### src/rtl/dac_playback_pkg.sv
// Shared types and constants for the DAC playback controller.
// The word helper fixes the host byte order (byte0 ends up in the MSBs).
package dac_playback_pkg;

  typedef enum logic [1:0] {
    ST_IDLE  = 2'd0,
    ST_PRIME = 2'd1,
    ST_RUN   = 2'd2
  } state_t;

  localparam int         FIFO_WORD_W  = 32;
  localparam int         HALF_W       = 16;
  localparam logic [7:0] MIN_RATE_DIV = 8'd1;

  function automatic logic [FIFO_WORD_W-1:0] byte_reverse(input logic [FIFO_WORD_W-1:0] w);
    return {w[7:0], w[15:8], w[23:16], w[31:24]};
  endfunction

endpackage

### src/rtl/dac_playback_ctrl_rate_tick_gen.sv
// Sample-period counter: fires a tick when div_cnt is zero, then reloads to
// the clamped divider so the period is max(rate_div,1)+1 cycles.
module rate_tick_gen
  import dac_playback_pkg::*;
(
  input  logic       clk,
  input  logic       reset_n,
  input  logic       load,
  input  logic       enable,
  input  logic [7:0] rate_div,
  output logic       tick
);

  logic [7:0] div_cnt;
  logic [7:0] eff_div;

  assign eff_div = (rate_div < MIN_RATE_DIV) ? MIN_RATE_DIV : rate_div;
  assign tick    = enable && (div_cnt == 8'd0);

  always_ff @(posedge clk or negedge reset_n) begin
    if (!reset_n) begin
      div_cnt <= '0;
    end else if (load) begin
      div_cnt <= '0;
    end else if (enable) begin
      div_cnt <= (div_cnt == 8'd0) ? eff_div : div_cnt - 8'd1;
    end
  end

endmodule

### src/rtl/dac_playback_ctrl.sv
// Drains the playback FIFO in the DAC clock domain and presents two-channel
// samples at a programmable rate, with start/stop, word count and status.
module dac_playback_ctrl
  import dac_playback_pkg::*;
#(
  parameter int          DAC_WIDTH = 16,
  parameter logic [15:0] IDLE_CODE = 16'h8000
) (
  input  logic                   clk,
  input  logic                   reset_n,
  input  logic                   start,
  input  logic                   stop,
  input  logic [31:0]            sample_count,
  input  logic [7:0]             rate_div,
  input  logic [FIFO_WORD_W-1:0] fifo_dout,
  input  logic                   fifo_empty,
  output logic                   fifo_rd_en,
  output logic [DAC_WIDTH-1:0]   dac_data_1,
  output logic [DAC_WIDTH-1:0]   dac_data_2,
  output logic                   dac_valid,
  output logic                   busy,
  output logic                   done,
  output logic                   underflow,
  output logic [31:0]            words_sent
);

  localparam logic [DAC_WIDTH-1:0] IDLE_DAC = IDLE_CODE[HALF_W-1 -: DAC_WIDTH];

  state_t                 state, next_state;
  logic [FIFO_WORD_W-1:0] hold_word;
  logic                   hold_valid;
  logic                   rd_inflight;
  logic [31:0]            sample_count_q;
  logic [7:0]             rate_div_q;
  logic [31:0]            words_fetched;
  logic                   tick;
  logic                   load_div;
  logic                   consume;
  logic                   accept_start;
  logic                   more_words;
  logic                   last_word;

  rate_tick_gen u_rate_tick_gen (
    .clk      (clk),
    .reset_n  (reset_n),
    .load     (load_div),
    .enable   (state == ST_RUN),
    .rate_div (rate_div_q),
    .tick     (tick)
  );

  assign busy       = (state != ST_IDLE);
  assign more_words = (sample_count_q == 32'd0) || (words_fetched != sample_count_q);
  assign last_word  = (sample_count_q != 32'd0) && ((words_sent + 32'd1) == sample_count_q);

  always_ff @(posedge clk or negedge reset_n) begin
    if (!reset_n) state <= ST_IDLE;
    else          state <= next_state;
  end

  // A read may be issued in the same cycle the hold register is consumed,
  // which keeps a two-cycle sample period fully fed.
  always_comb begin
    next_state   = state;
    fifo_rd_en   = 1'b0;
    accept_start = 1'b0;
    load_div     = 1'b0;
    consume      = 1'b0;
    case (state)
      ST_IDLE: begin
        if (start && !stop) begin
          accept_start = 1'b1;
          next_state   = ST_PRIME;
        end
      end
      ST_PRIME: begin
        if (stop) begin
          next_state = ST_IDLE;
        end else if (rd_inflight) begin
          load_div   = 1'b1;
          next_state = ST_RUN;
        end else if (!fifo_empty) begin
          fifo_rd_en = 1'b1;
        end
      end
      ST_RUN: begin
        if (stop || done) begin
          next_state = ST_IDLE;
        end else begin
          consume    = tick && hold_valid;
          fifo_rd_en = (!hold_valid || consume) && !rd_inflight && !fifo_empty && more_words;
        end
      end
      default: next_state = ST_IDLE;
    endcase
  end

  always_ff @(posedge clk or negedge reset_n) begin
    if (!reset_n) begin
      hold_word      <= '0;
      hold_valid     <= 1'b0;
      rd_inflight    <= 1'b0;
      sample_count_q <= '0;
      rate_div_q     <= '0;
      words_fetched  <= '0;
      words_sent     <= '0;
      dac_data_1     <= IDLE_DAC;
      dac_data_2     <= IDLE_DAC;
      dac_valid      <= 1'b0;
      done           <= 1'b0;
      underflow      <= 1'b0;
    end else begin
      dac_valid   <= 1'b0;
      done        <= 1'b0;
      rd_inflight <= fifo_rd_en;
      if (fifo_rd_en) words_fetched <= words_fetched + 32'd1;

      if (accept_start) begin
        sample_count_q <= sample_count;
        rate_div_q     <= rate_div;
        underflow      <= 1'b0;
        words_sent     <= '0;
        words_fetched  <= '0;
        hold_valid     <= 1'b0;
      end

      if (rd_inflight && next_state != ST_IDLE) begin
        hold_word  <= byte_reverse(fifo_dout);
        hold_valid <= 1'b1;
      end else if (consume) begin
        hold_valid <= 1'b0;
      end

      if (consume) begin
        dac_data_1 <= hold_word[FIFO_WORD_W-1 -: DAC_WIDTH];
        dac_data_2 <= hold_word[HALF_W-1 -: DAC_WIDTH];
        dac_valid  <= 1'b1;
        words_sent <= words_sent + 32'd1;
        done       <= last_word;
      end else if (state == ST_RUN && tick && !hold_valid && next_state == ST_RUN) begin
        underflow <= 1'b1;
      end

      // Leaving a run discards any held or in-flight word.
      if (state != ST_IDLE && next_state == ST_IDLE) begin
        dac_data_1  <= IDLE_DAC;
        dac_data_2  <= IDLE_DAC;
        hold_valid  <= 1'b0;
        rd_inflight <= 1'b0;
      end
    end
  end

endmodule
### config.mk
export PLATFORM = sky130hd
export DESIGN_NAME = dac_playback_ctrl
export DESIGN_NICKNAME = d
export VERILOG_FILES = /design/src/rtl/dac_playback_pkg.sv /design/src/rtl/dac_playback_ctrl_rate_tick_gen.sv /design/src/rtl/dac_playback_ctrl.sv
export SDC_FILE = /design/constraint.sdc
export NUM_CORES = 1
export LEC_CHECK = 0
export BUFFER_PORTS_ARGS = -buffer_cell sky130_fd_sc_hd__buf_4
export CORE_ASPECT_RATIO = 0.9
export CORE_MARGIN = 2
export CORE_UTILIZATION = 58
export CTS_CLUSTER_SIZE = 20
export DETAILED_ROUTE_END_ITERATION = 8
export PLACE_DENSITY_LB_ADDON = 0.2
export SLEW_MARGIN = 5
export SYNTH_ARGS = -nofsm -noshare
export SYNTH_HDL_FRONTEND = slang
export SYNTH_SLANG_ARGS = --single-unit
### constraint.sdc
create_clock -name clk -period 4.44 [get_ports clk]
set_clock_uncertainty 0.1 [all_clocks]
set_input_delay 0.444 -clock clk [delete_from_list [all_inputs] [get_ports clk]]
set_output_delay 0.444 -clock clk [all_outputs]
set_load 0.02 [all_outputs]
==> out/summary.txt, run 1 <==
status: finished clean
layout cell share with drive strength beyond 1: 19.88%
CTS tree: built
worst-skew pair later-pin latency: 0.44 ns
initial antenna violation count: 0
fillcell total: 1272
DRT Wirelength: 26360 µm
post-cts gate resize count: 0
Final Max Tran Viols: 0
path type of the worst min-delay path: in2async
Yosys warnings: 0
async set or reset register ratio after synthesis: 100.0%
drt via density: 6.056
maximum clock frequency: 269.8 MHz
vias in the first global route: 8233
Starting Density: 59.39%
Reg-to-Reg Start: u_rate_tick_gen.div_cnt[3]$_DFFE_PN0P_
final core utilization: 70.90%
Worst setup SP type: flip-flop
post-route setup TNS: 0 ns
Area contributors post-synth: dfrtp_1 (47%), nand2_1 (9.6%), xnor2_1 (4.2%)
Final HPWL DP: 17670 µm
clock power share: 29.0%
crit path from: u_rate_tick_gen.div_cnt[3]$_DFFE_PN0P_
final setup vio count: 0
Clock Sink Count: 183
Core Box Area: 16190 µm²
CP dominant cell by count: buf_4
TritonCTS buffer count: 17
Routed Antenna Nets: 0
post-synth top area share: 47.12%
die height: 126.1 µm
H-tree levels: 4
sequential share of power: 46.4%
Syn Area/Cell: 8.934 µm²
Slew @ Worst Pin: 1.064 ns
via count: 8563
ANT cells: 0
RSZ-0062 raised after global routing: no
most frequent cell after synthesis: nand2_1
min cycle time layout: 3.706 ns
drt pass-1 iters: 5
Avg WL per Cell: 18.64 µm
grt total ovfl: 0
Final Net Count: 1279
final worst-path cycle share: 83.47%
hold_buf cts: 0
synthesis-stage register bit count: 183
final hold violation count: 0
worst path required time: 4.62 ns
cell taking the most area after synthesis: dfrtp_1
critical path type: reg2reg
CP bufs+invs: 3
CP max stage delay: 0.70 ns
Root Buffer Master: clkbuf_16
Placed Area: 10870 µm²
ys flop type: dfrtp_1
Hold WS: 0.009134 ns
Die Wd: 139.7 µm
top cells by count, synth: nand2_1 (246), dfrtp_1 (181), a21oi_1 (68)
sequential fraction of the synthesis area: 47.66%
Distinct cells, synth: 56
die area: 17620 µm²
Psw: 1.911 mW
DRT iter0 DRCs: 858
syn nets: 1161
GP Congestion: 0.9227
largest net degree at the start of global routing: 112
switching share of total power: 35.60%
delay-heaviest family, CP: simple AND/OR/NAND/NOR gates
Mapped Area: 9613 µm²
CTS clk-pin slew, worst paths: 0.08 ns
max cap viols: 0
Port Buffers: 145
EDFF count, synth: 0
Crit path arrival time: 3.89 ns
synth-to-layout area growth: 19.37%
Total GRT Usage: 30.74%
CTS Buffer Depth: 2
slew margin rel.: 28.55%
Design Area, Final: 11470 µm²
crit-path cells: or4_4, or3_1, or4_2, buf_4, inv_2, nor2_1, buf_4, o21ai_0, o31ai_1
DRC violations left: 0
Worst path slowest cell: or4_2
Post-Synthesis Cells: 1076
Post-CTS Setup Inserts: 0
Comb pwr share: 24.6%
# IOs: 146
Setup crit end kind: flip-flop
# rows: 44
worst-path fanout max: 75
PwrDens: 467.7 nW/µm²
peak supply drop: 324.2 µV
Int Power: 3.456 mW
Lkg Pwr: 5.368 nW
global-route wire length before repair: 43370 µm
-- path summary, 6_finish.rpt --
kind                                                   to  slack [ns]  cells past startpoint
hold reg to reg                 rate_div_q[0]$_DFFE_PN0P_        0.39                      2
min in group clk           sample_count_q[10]$_DFFE_PN0P_        0.09                      3
setup reg to reg                words_sent[3]$_DFFE_PN0P_        0.73                      9
setup / recovery                words_sent[3]$_DFFE_PN0P_        0.73                      9
hold / removal                  rate_div_q[3]$_DFFE_PN0P_       0.009                      1
max in group asynchronous      words_sent[14]$_DFFE_PN0P_        3.28                      2
-- sequential cells by signal, indices dropped and copies added, names as in the netlist --
register,cells
dac_data_2,16
hold_word,32
dac_data_1,16
rd_inflight,1
underflow,1
dac_valid,1
done,1
u_rate_tick_gen.div_cnt,8
hold_valid,1
state,2
sample_count_q,32
words_fetched,32
rate_div_q,8
words_sent,32
-- power by group through the flow --
stage | logic, mW | registers, mW | clock network [mW]
3_3_place_gp | 1.25 | 2.49 | 0
6_report | 1.32 | 2.49 | 1.56
4_1_cts | 1.31 | 2.48 | 1.56
2_1_floorplan | 1.00 | 2.32 | 0
3_5_place_dp | 1.30 | 2.50 | 0
5_1_grt | 1.48 | 2.53 | 1.65
-- placed cells by master, fill, tap and decap left out, types with 27 or more instances in the layout --
master   count
buf_4      154
nand3_1     27
o21ai_0     63
nor4_1      30
nand2_1    245
xor2_1      42
a21oi_1     68
mux2_2      33
xnor2_1     46
dfrtp_1    181
nor2_1      64
-- cell families (layout without fill, tap and decap cells) --
| family | count (synthesis) | after routing | synth area share, % |
|---|---|---|---|
| adder cells (fa/ha/maj) | 8 | 8 | 1.041 |
| AO/OA/AOI/OAI | 201 | 201 | 12.48 |
| flip-flops | 183 | 183 | 47.66 |
| XOR/XNOR | 88 | 88 | 8.018 |
| AND/OR/NAND/NOR | 478 | 478 | 23.16 |
| multiplexers | 39 | 39 | 4.490 |
| buffers and inverters | 79 | 210 | 3.150 |
-- cell type report --
| type | instances | area [µm²] | share of cell area [%] |
|---|---|---|---|
| Multi-Input combinational cell | 814 | 4742 | 41.33 |
| Sequential cell | 183 | 4582 | 39.93 |
| Timing Repair Buffer | 157 | 1207 | 10.52 |
| Clock buffer | 17 | 425.4 | 3.707 |
| Tap cell | 207 | 259.0 | 2.257 |
| Clock inverter | 15 | 180.2 | 1.570 |
| Inverter | 21 | 78.83 | 0.6869 |
-- metal layers --
layer	global-route usage, %	wire, µm	vias to the layer above
met5	0	0	-
met4	8.294	451	0
met3	5.551	2086	36
met2	48.67	12500	359
met1	44.22	11320	4190
li1	-	-	3978
-- through the flow --
| stage | setup WS, ns | cells | power (mW) |
|---|---|---|---|
| detailed placement | 0.8090 | 1382 | 3.796 |
| floorplan | 1.334 | 1076 | 3.323 |
| CTS | 0.7294 | 1414 | 5.354 |
| global placement | 0.9306 | 1382 | 3.738 |
| finish | 0.7340 | 1414 | 5.367 |
| global route | 0.5777 | 1414 | 5.662 |
Power figures use the tool's default switching activity.
==> inputs of run 2 (changes only) <==
--- a/config.mk
+++ b/config.mk
@@ -8,7 +8,7 @@
 export BUFFER_PORTS_ARGS = -buffer_cell sky130_fd_sc_hd__buf_4
 export CORE_ASPECT_RATIO = 0.9
 export CORE_MARGIN = 2
-export CORE_UTILIZATION = 58
+export CORE_UTILIZATION = 52
 export CTS_CLUSTER_SIZE = 20
 export DETAILED_ROUTE_END_ITERATION = 8
 export PLACE_DENSITY_LB_ADDON = 0.2
==> constraint.sdc (replaced) <==
create_clock -name clk -period 3.3 [get_ports clk]
set_clock_uncertainty 0.1 [all_clocks]
set_input_delay 0.33 -clock clk [delete_from_list [all_inputs] [get_ports clk]]
set_output_delay 0.33 -clock clk [all_outputs]
set_load 0.02 [all_outputs]
==> out/summary.txt, run 2 (synthesized netlist as in run 1, its figures left out) <==
status: finished clean
final hold violation count: 0
most frequent cells in the layout: nand2_1 (245), dfrtp_1 (181), buf_4 (178)
grt total ovfl: 0
Slew @ Worst Pin: 0.8169 ns
Setup WS pre-CTS: 0.04650 ns
TritonCTS buffer count: 17
die height: 133.0 µm
CTS Buffer Depth: 2
delay-heaviest family, CP: simple AND/OR/NAND/NOR gates
Final Max Tran Viols: 0
H-tree levels: 4
synth-to-layout area growth: 27.02%
Clock Sink Count: 183
Post-Layout Cell Count: 1522
Reg2Reg Setup Slack: 0.18 ns
Starting Density: 52.73%
global-route wire length before repair: 44180 µm
Worst setup SP type: flip-flop
drt via density: 5.731
die area: 19590 µm²
Final HPWL DP: 18250 µm
drt pass-1 iters: 5
slew margin rel.: 45.54%
Worst path slowest cell: or4_4
Pwr Total: 7.358 mW
Min-Delay Path Depth: 2
worst path required time: 2.87 ns
post-route setup TNS: 0 ns
DRC violations left: 0
Final Net Count: 1349
worst hold start: fifo_dout[13]
critical path type: reg2out
final core utilization: 66.98%
Lkg Pwr: 5.701 nW
path type of the worst min-delay path: in2reg
dpl cells: 1447
worst-skew pair later-pin latency: 0.45 ns
DRT iter0 DRCs: 663
layout cell share with drive strength beyond 1: 21.22%
Total GRT Usage: 28.37%
DRT Wirelength: 27250 µm
DRT met1 WL: 12130 µm
Setup crit end kind: primary output
ANT cells: 0
highest metal used: met4
Avg WL per Cell: 17.90 µm
PwrDens: 602.6 nW/µm²
Port Buffers: 145
via count: 8722
crit-path cells: or4_4, or3_1, buf_4, a21oi_2, o21ai_2, buf_6, nor2_4, buf_4
CTS tree: built
Root Buffer Master: clkbuf_16
RR Endpoint: words_fetched[29]$_DFFE_PN0P_
CTS clk-pin slew, worst paths: 0.08 ns
final worst-path cycle share: 96.43%
max cap viols: 0
final setup vio count: 0
GP Congestion: 0.9241
Post-CTS Setup Inserts: 0
Reg-to-Reg Start: u_rate_tick_gen.div_cnt[5]$_DFFE_PN0P_
# rows: 47
worst-path fanout max: 7
Routed Antenna Nets: 0
CP bufs+invs: 3
largest net degree at the start of global routing: 86
# IOs: 146
final worst setup slack: 0.1179 ns
peak supply drop: 419.0 µV
Core Box Area: 18230 µm²
min cycle time layout: 3.182 ns
CP max stage delay: 0.53 ns
wire length on met3: 1651 µm
CP dominant cell by count: buf_4
met2 wire length: 12960 µm
vias in the first global route: 8366
Crit path arrival time: 2.75 ns
maximum clock frequency: 314.3 MHz
RSZ-0062 raised after global routing: no
most common cell after layout, fill and taps aside: nand2_1
Hold EP: hold_word[21]$_DFFE_PN0P_
initial antenna violation count: 0
fillcell total: 1493
Die Wd: 147.3 µm
R2R depth: 8
[run 2: per-layer routing]
layer | vias to the layer above | global-route usage (%)
met2 | 297 | 45.04
met5 | - | 0
met1 | 4268 | 40.49
met4 | 0 | 8.120
li1 | 4123 | -
met3 | 34 | 4.759
[run 2: stage by stage]
| stage | hold slack, ns | instance area (µm²) |
|---|---|---|
| after floorplan | -0.06559 | 9613 |
| after global placement | 0.3519 | 11130 |
| after detailed placement | 0.3584 | 11130 |
| after CTS | 0.001133 | 12200 |
| after global routing | 0.003912 | 12210 |
| final | 0.01507 | 12210 |
[run 2: layout make-up]
cell class	instances	area [µm²]	share of cell area [%]
multi-input cells	814	4762	39.00
clock buffers	19	452.9	3.709
flip-flops and latches	183	4582	37.52
repair buffers	227	1861	15.24
well taps	245	306.5	2.510
inverters	21	78.83	0.6456
clock inverters	13	167.7	1.373
[run 2: where the power goes]
group          leakage (nW)  switching [mW]  internal, mW
Combinational          2.95           0.982         0.892
Clock                 0.306            1.01          1.13
Sequential             2.44           0.612          2.73
Total                  5.70            2.60          4.75
[run 2: repair_timing]
item	CTS	global route
hold endpoints to repair	121	0
setup endpoints to repair	1	31
hold buffers	43	0
gates resized for setup	3	6
[run 2: worst max-delay path by stage]
| stage | start | endpoint | slack [ns] | cells past startpoint |
|---|---|---|---|---|
| after floorplan | u_rate_tick_gen.div_cnt[3]$_DFFE_PN0P_ | done$_DFF_PN0_ | 0.19 | 9 |
| after global placement | u_rate_tick_gen.div_cnt[5]$_DFFE_PN0P_ | words_sent[3]$_DFFE_PN0P_ | 0.11 | 9 |
| after detailed placement | u_rate_tick_gen.div_cnt[5]$_DFFE_PN0P_ | words_sent[16]$_DFFE_PN0P_ | 0.05 | 9 |
| after CTS | u_rate_tick_gen.div_cnt[5]$_DFFE_PN0P_ | words_sent[16]$_DFFE_PN0P_ | 0.008 | 9 |
| after global routing | u_rate_tick_gen.div_cnt[3]$_DFFE_PN0P_ | fifo_rd_en | 0.0005 | 8 |
| final | u_rate_tick_gen.div_cnt[5]$_DFFE_PN0P_ | fifo_rd_en | 0.12 | 8 |
